## src/rtl/plp_bus_pkg.sv

```systemverilog
// Shared definitions for the processor's memory-mapped bus blocks.
package plp_bus_pkg;

    localparam int unsigned BUS_W                = 32;
    localparam int unsigned DMEM_TIMEOUT_DEFAULT = 255;

    typedef enum logic [1:0] {
        IDLE = 2'd0,
        BUS  = 2'd1,
        DONE = 2'd2
    } dmem_state_e;

endpackage

```

## src/rtl/dmem_bridge.sv

```systemverilog
// Data-memory bridge: turns the memory stage's single-cycle load/store into a
// req/ack bus transaction, stalls the pipeline until it completes, bounds it
// with a timeout and keeps a sticky error flag for timed-out accesses.
module dmem_bridge
    import plp_bus_pkg::*;
#(
    parameter int unsigned TIMEOUT = DMEM_TIMEOUT_DEFAULT
) (
    input  logic             clk,
    input  logic             rst,
    input  logic [BUS_W-1:0] cpu_addr,
    input  logic [BUS_W-1:0] cpu_wdata,
    input  logic             cpu_drw,
    input  logic             cpu_ren,
    output logic [BUS_W-1:0] cpu_rdata,
    output logic             stall,
    output logic             bus_req,
    output logic             bus_we,
    output logic [BUS_W-1:0] bus_addr,
    output logic [BUS_W-1:0] bus_wdata,
    input  logic             bus_ack,
    input  logic [BUS_W-1:0] bus_rdata,
    output logic             err,
    input  logic             err_clr
);

    localparam int unsigned    CW       = $clog2(TIMEOUT + 1);
    localparam logic [CW-1:0]  CNT_LAST = CW'(TIMEOUT - 1);

    dmem_state_e         state_q, state_d;
    logic [BUS_W-1:2]    addr_q, addr_d;
    logic [BUS_W-1:0]    wdata_q, wdata_d;
    logic                we_q, we_d;
    logic [BUS_W-1:0]    rdata_q, rdata_d;
    logic [CW-1:0]       cnt_q, cnt_d;
    logic                err_q, err_d;
    logic                access;

    // Byte offset never reaches the bus; accesses are word-aligned.
    logic                addr_lsb_unused;
    assign addr_lsb_unused = ^cpu_addr[1:0];

    assign access = cpu_drw | cpu_ren;

    // State and datapath registers, all cleared by the synchronous reset.
    always_ff @(posedge clk) begin
        if (rst) begin
            state_q <= IDLE;
            addr_q  <= '0;
            wdata_q <= '0;
            we_q    <= 1'b0;
            rdata_q <= '0;
            cnt_q   <= '0;
            err_q   <= 1'b0;
        end else begin
            state_q <= state_d;
            addr_q  <= addr_d;
            wdata_q <= wdata_d;
            we_q    <= we_d;
            rdata_q <= rdata_d;
            cnt_q   <= cnt_d;
            err_q   <= err_d;
        end
    end

    // Next-state logic: latch on issue, wait for ack or timeout, one DONE cycle.
    always_comb begin
        state_d = state_q;
        addr_d  = addr_q;
        wdata_d = wdata_q;
        we_d    = we_q;
        rdata_d = rdata_q;
        cnt_d   = cnt_q;
        err_d   = err_q;

        // Clear first so a timeout in the same cycle overrides it.
        if (err_clr) begin
            err_d = 1'b0;
        end

        unique case (state_q)
            IDLE: begin
                if (access) begin
                    addr_d  = cpu_addr[BUS_W-1:2];
                    wdata_d = cpu_wdata;
                    we_d    = cpu_drw;
                    cnt_d   = '0;
                    state_d = BUS;
                end
            end
            BUS: begin
                if (bus_ack) begin
                    if (!we_q) begin
                        rdata_d = bus_rdata;
                    end
                    state_d = DONE;
                end else if (cnt_q == CNT_LAST) begin
                    rdata_d = '0;
                    err_d   = 1'b1;
                    state_d = DONE;
                end else begin
                    cnt_d = cnt_q + 1'b1;
                end
            end
            DONE: begin
                // Inputs still belong to the finished instruction; never reissue here.
                state_d = IDLE;
            end
            default: begin
                state_d = IDLE;
            end
        endcase
    end

    // Outputs: the stall covers the issue cycle combinationally.
    always_comb begin
        stall     = ((state_q == IDLE) && access) || (state_q == BUS);
        bus_req   = (state_q == BUS);
        bus_we    = we_q;
        bus_addr  = {addr_q, 2'b00};
        bus_wdata = wdata_q;
        cpu_rdata = rdata_q;
        err       = err_q;
    end

endmodule

```

## config.mk

```make
export PLATFORM = sky130hd
export DESIGN_NAME = dmem_bridge
export DESIGN_NICKNAME = d
export VERILOG_FILES = /design/src/rtl/plp_bus_pkg.sv /design/src/rtl/dmem_bridge.sv
export SDC_FILE = /design/constraint.sdc
export NUM_CORES = 1
export LEC_CHECK = 0
export CORE_MARGIN = 1
export CORE_UTILIZATION = 42
export CTS_CLUSTER_DIAMETER = 30
export DETAILED_ROUTE_END_ITERATION = 7
export PLACE_DENSITY = 0.85
export SKIP_LAST_GASP = 1
export SLEW_MARGIN = 10
export SYNTH_ARGS = -nofsm -noshare
export SYNTH_HDL_FRONTEND = slang
export SYNTH_SLANG_ARGS = --single-unit
export TNS_END_PERCENT = 5
```

## constraint.sdc

```tcl
create_clock -name clk -period 2.3 [get_ports clk]
set_input_delay 0.46 -clock clk [delete_from_list [all_inputs] [get_ports clk]]
set_output_delay 0.46 -clock clk [all_outputs]
set_load 0.02 [all_outputs]
```

Word level (Yosys, flattened, before mapping) --
Cells that the tools add are included.
Operators by class: reduce and logical (&&, ||, !) cells 9, equal/unequal tests 7, add/sub/neg operators 1, bitwise operators 1, multiplexer cells 15
Operator list (number):
- 2-to-1 mux 32 bit | 3
- 2-to-1 mux 8 bit | 3
- one-hot mux 8 bit (2 select lines) | 1
- adder 8 x 1 -> 8 bit (second input constant) | 1
- equality test 8 bit (second input constant) | 1
- inequality test 2 bit (second input constant) | 4
- 2-to-1 mux 2 bit | 3
- 2-to-1 mux 1 bit | 4
- one-hot mux 2 bit (2 select lines) | 1
- AND reduction 2 bit | 2
- AND reduction 4 bit | 1
- nonzero test 2 bit | 2
- inequality test 3 x 1 -> 1 bit (second input constant) | 1
- AND reduction 3 bit | 1
- equality test 2 x 1 -> 1 bit (second input constant) | 1
- logical NOT 2 bit | 1
- logical AND 1 bit | 1
- logical OR 1 bit | 1
- OR 1 bit | 1
Storage, ports and cells: input port bits 102, register bits after elaboration 106

Longest topological paths before layout --
word-level depth 4, mapped depth 7, gate-level depth less buffers 6

Least setup slack after synthesis --
Ideal clock, no wire load.
path type input-to-output, start point input cpu_drw, end point output stall, path buffers 1, cell stages on the path 3, setup slack 0.677 ns, data required time 1.840 ns, data arrival time 1.163 ns, cell sequence o21ai_1 -> buf_2 -> nand2_1
On the way: longest elaborated chain between the ends 3
RTL lines:
- start, declared | RTL line dmem_bridge.sv:13 | input logic cpu_drw,
- OR 1 bit | RTL line dmem_bridge.sv:43 | assign access = cpu_drw | cpu_ren;
- logical AND 1 bit | RTL line dmem_bridge.sv:117 | stall = ((state_q == IDLE) && access) || (state_q == BUS);
- logical OR 1 bit | RTL line dmem_bridge.sv:117
- end, declared | RTL line dmem_bridge.sv:16 | output logic stall,
Every way passes these cells.

Worst setup path in the final report --
Ends and elaborated chain as after synthesis.

==> summary.md <==
| Metric | Value |
|---|---|
| GR Overflow Total | `0` |
| Leakage | `2.24 nW` |
| TritonCTS Sinks | `106` |
| Clock skew | `13.4 ps` |
| Min-Delay Path Depth | `2` |
| CTS root buf | `clkbuf_8` |
| RSZ-0062 raised after global routing | `no` |
| I/O pin cnt | `202` |
| Kind of critical path | `input pin to output port` |
| FF-to-FF End | `cnt_q[3]$_SDFFE_PP0P_` |
| Pwr dens | `667 nW/um^2` |
| Largest net degree at the start of global routing | `71` |
| Register area | `2120 um^2` |
| Worst vdd ir | `0.347 mV` |
| Post-synthesis cell type count | `39` |
| Area Overhead vs Synth | `58.5%` |
| Vias in the first global route | `3537` |
| Tcrit/Tclk final | `97.5%` |
| Ranking of synthesized cells by area | `dfxtp_1 (56%), nand2_1 (13%), a21oi_1 (9.0%)` |
| CP max FO | `3` |
| Max-slew violations | `0` |
| Slew headroom | `52.6%` |
| Max Buffers Root-to-Sink | `2` |
| Die Y | `96.7 um` |
| Multi-input logic area | `1490 um^2` |
| YS warnings | `0` |
| Number of I/O port buffers | `197` |
| PnR worst setup slack | `57.3 ps` |
| Via count | `3596` |
| Share of post-route cells with drive strength above 1 | `6.44%` |
| CP peak stage delay | `610 ps` |
| Drt initial violations | `156` |
| Max cap viols | `0` |
| Asr flop ratio synth | `0%` |
| Synth Cell Area | `3770 um^2` |
| Tot GR Track Use | `21.4%` |
| Register area share after synthesis | `56.3%` |
| Worst r2r path cells | `5` |
| Number of synthesized register bits | `106` |
| Antenna viol nets, final | `0` |
| Min Tclk post-route | `2240 ps` |
| Top cells by count, synth | `nand2_1 (129), dfxtp_1 (106), a21oi_1 (68)` |
| Number of H-tree levels | `3` |
| Post-CTS Repair Setup Buffers | `0` |
| Clock-pin transition on the worst setup and hold timing paths | `110 ps` |
| FP Rows | `34` |
| Status | `complete, no violations` |
| Share of the synthesized area in the top cell type | `56.3%` |
| Starting Density | `43.2%` |
| Die W | `96.7 um` |
| DR WL/cell | `14.1 um` |
| Hold buffer count at cts | `0` |
| Vias per cell | `5.04` |
| Clock latency on the worst-skew pair | `360 ps` |
| CTS buffer count | `9` |
| CP Launch Type | `input pin` |
| CP cell instances | `clkdlybuf4s50_1, o21ai_4, nand2_1, clkdlybuf4s50_1` |
| DRC viols | `0` |
| Final WL | `10.1 mm` |
| HPWL Detailed | `7.20 mm` |
| Final hold vios | `0` |
| Initial antenna violation count | `0` |
| Setup_tns | `0 ps` |
| Worst slack, placed | `54.8 ps` |
| Routability congestion estimate | `0.726` |
| Post-Synthesis Cells | `418` |
| Worst-margin pin slew | `712 ps` |
| Number of synthesized flops with an enable pin | `0` |
| Most common cell in the netlist | `nand2_1` |
| Syn avg cell area | `9.01 um^2` |
| Min-Delay Endpoint | `addr_q[14]$_SDFFE_PP0P_` |
| Worst r2r src | `state_q[0]$_SDFFE_PP0P_` |
| Most common flop cell mapped by yosys | `dfxtp_1` |
| Critical path's slowest cell | `clkdlybuf4s50_1` |
| Area leader, netlist | `dfxtp_1` |
| Worst hold-check path type | `flop to flop` |
| Worst Path Required | `1840 ps` |
| FMAX | `0.446 GHz` |
| Core area | `8720 um^2` |
| CTS tree | `done` |
| CP most frequent cell | `clkdlybuf4s50_1` |
| Nets | `705` |
| CP endpoint kind | `output port` |
| Die area | `9350 um^2` |
| PnR Total Power | `3.98 mW` |
| Final setup viols | `0` |
| CP arrival | `1780 ps` |
| Antenna cells | `0` |
| Flop2flop setup slack | `640 ps` |
| Hold_sp | `addr_q[14]$_SDFFE_PP0P_` |
| Pre-antenna DRT Iters | `4` |
| First-pass GRT wire length | `16.5 mm` |
| Fill count | `691` |
==> layout make-up <==
type | count | share of cell area [%]
Clock buffer | 10 | 2.31
Clock inverter | 6 | 0.797
Inverter | 2 | 0.147
Multi-Input combinational cell | 280 | 24.9
Sequential cell | 106 | 35.6
Tap cell | 108 | 2.26
Timing Repair Buffer | 202 | 34.0
==> cell families (layout without fill, tap and decap cells) <==
group,count (synthesis),count (layout),synth area share (%)
other,1,2,0.0996
adder cells (fa/ha/maj),2,2,0.664
flip-flops,106,106,56.3
buffers and inverters,33,220,4.78
AO/OA/AOI/OAI,116,116,20.0
AND/OR/NAND/NOR,160,160,18.1
==> placed cells by master, fill, tap and decap left out, types with 2 or more instances in the layout <==
master             n
or4_1              2
clkbuf_8          10
nor2_1             4
a22o_1            30
buf_4              3
nor3_1             2
dfxtp_1          106
clkdlybuf4s50_1  196
a31oi_1            3
ha_1               2
nand2b_1           2
nand3_1           10
buf_12             2
inv_6              3
conb_1             2
a22o_2             2
o211ai_1           2
a21oi_1           68
nand2_1          129
or3_1              2
clkinv_2           2
==> worst max-delay path by stage <==
stage / cells after the start / startpoint / to
floorplan: 3 / cpu_drw / stall
detailed placement: 4 / cpu_drw / stall
finish: 4 / cpu_drw / stall
global route: 4 / cpu_drw / stall
global placement: 4 / cpu_drw / stall
CTS: 4 / state_q[1]$_SDFFE_PP0P_ / stall
==> per-stage QoR <==
stage | hold slack [ps] | std cells | instance area, um^2 | utilization, %
2_1_floorplan | 479 | 419 | 3770 | -
3_3_place_gp | 441 | 698 | 5780 | 66.3
3_5_place_dp | 446 | 698 | 5780 | 66.3
4_1_cts | 460 | 714 | 5970 | 68.4
5_1_grt | 477 | 714 | 5970 | 68.4
6_report | 457 | 714 | 5970 | 68.4
==> per-layer routing <==
metal / vias to the layer above / global-route usage [%] / share of wire, %
li1: 1778 / - / -
met1: 1672 / 23.6 / 40
met2: 131 / 38.1 / 51
met3: 15 / 7.59 / 7.5
met4: 0 / 7.00 / 1.6
met5: - / 0 / 0
==> report_power, final <==
group,switching [mW],total [mW],internal [mW]
Combinational,0.441,0.885,0.444
Clock,0.644,1.08,0.436
Sequential,0.0607,2.01,1.95
Total,1.15,3.98,2.83
==> sequential cells by signal, indices dropped and copies added (netlist names) <==
register / flops
addr_q: 30
bus_wdata: 32
bus_we: 1
cnt_q: 8
cpu_rdata: 32
err: 1
state_q: 2
==> worst max-delay path: cells and delay by family <==
family	cells	cell delay [ps]
buffers and inverters	2	1170
and+or+nand+nor	1	70
AOI/OAI and AO/OA	1	80
==> timing repair <==
action | 4_1_cts | 5_1_grt
hold endpoints to repair | 0 | 0
endpoints found under the setup margin | 0 | 1
resized for setup | 0 | 1
Note: power is estimated with default switching activity, not from simulation.
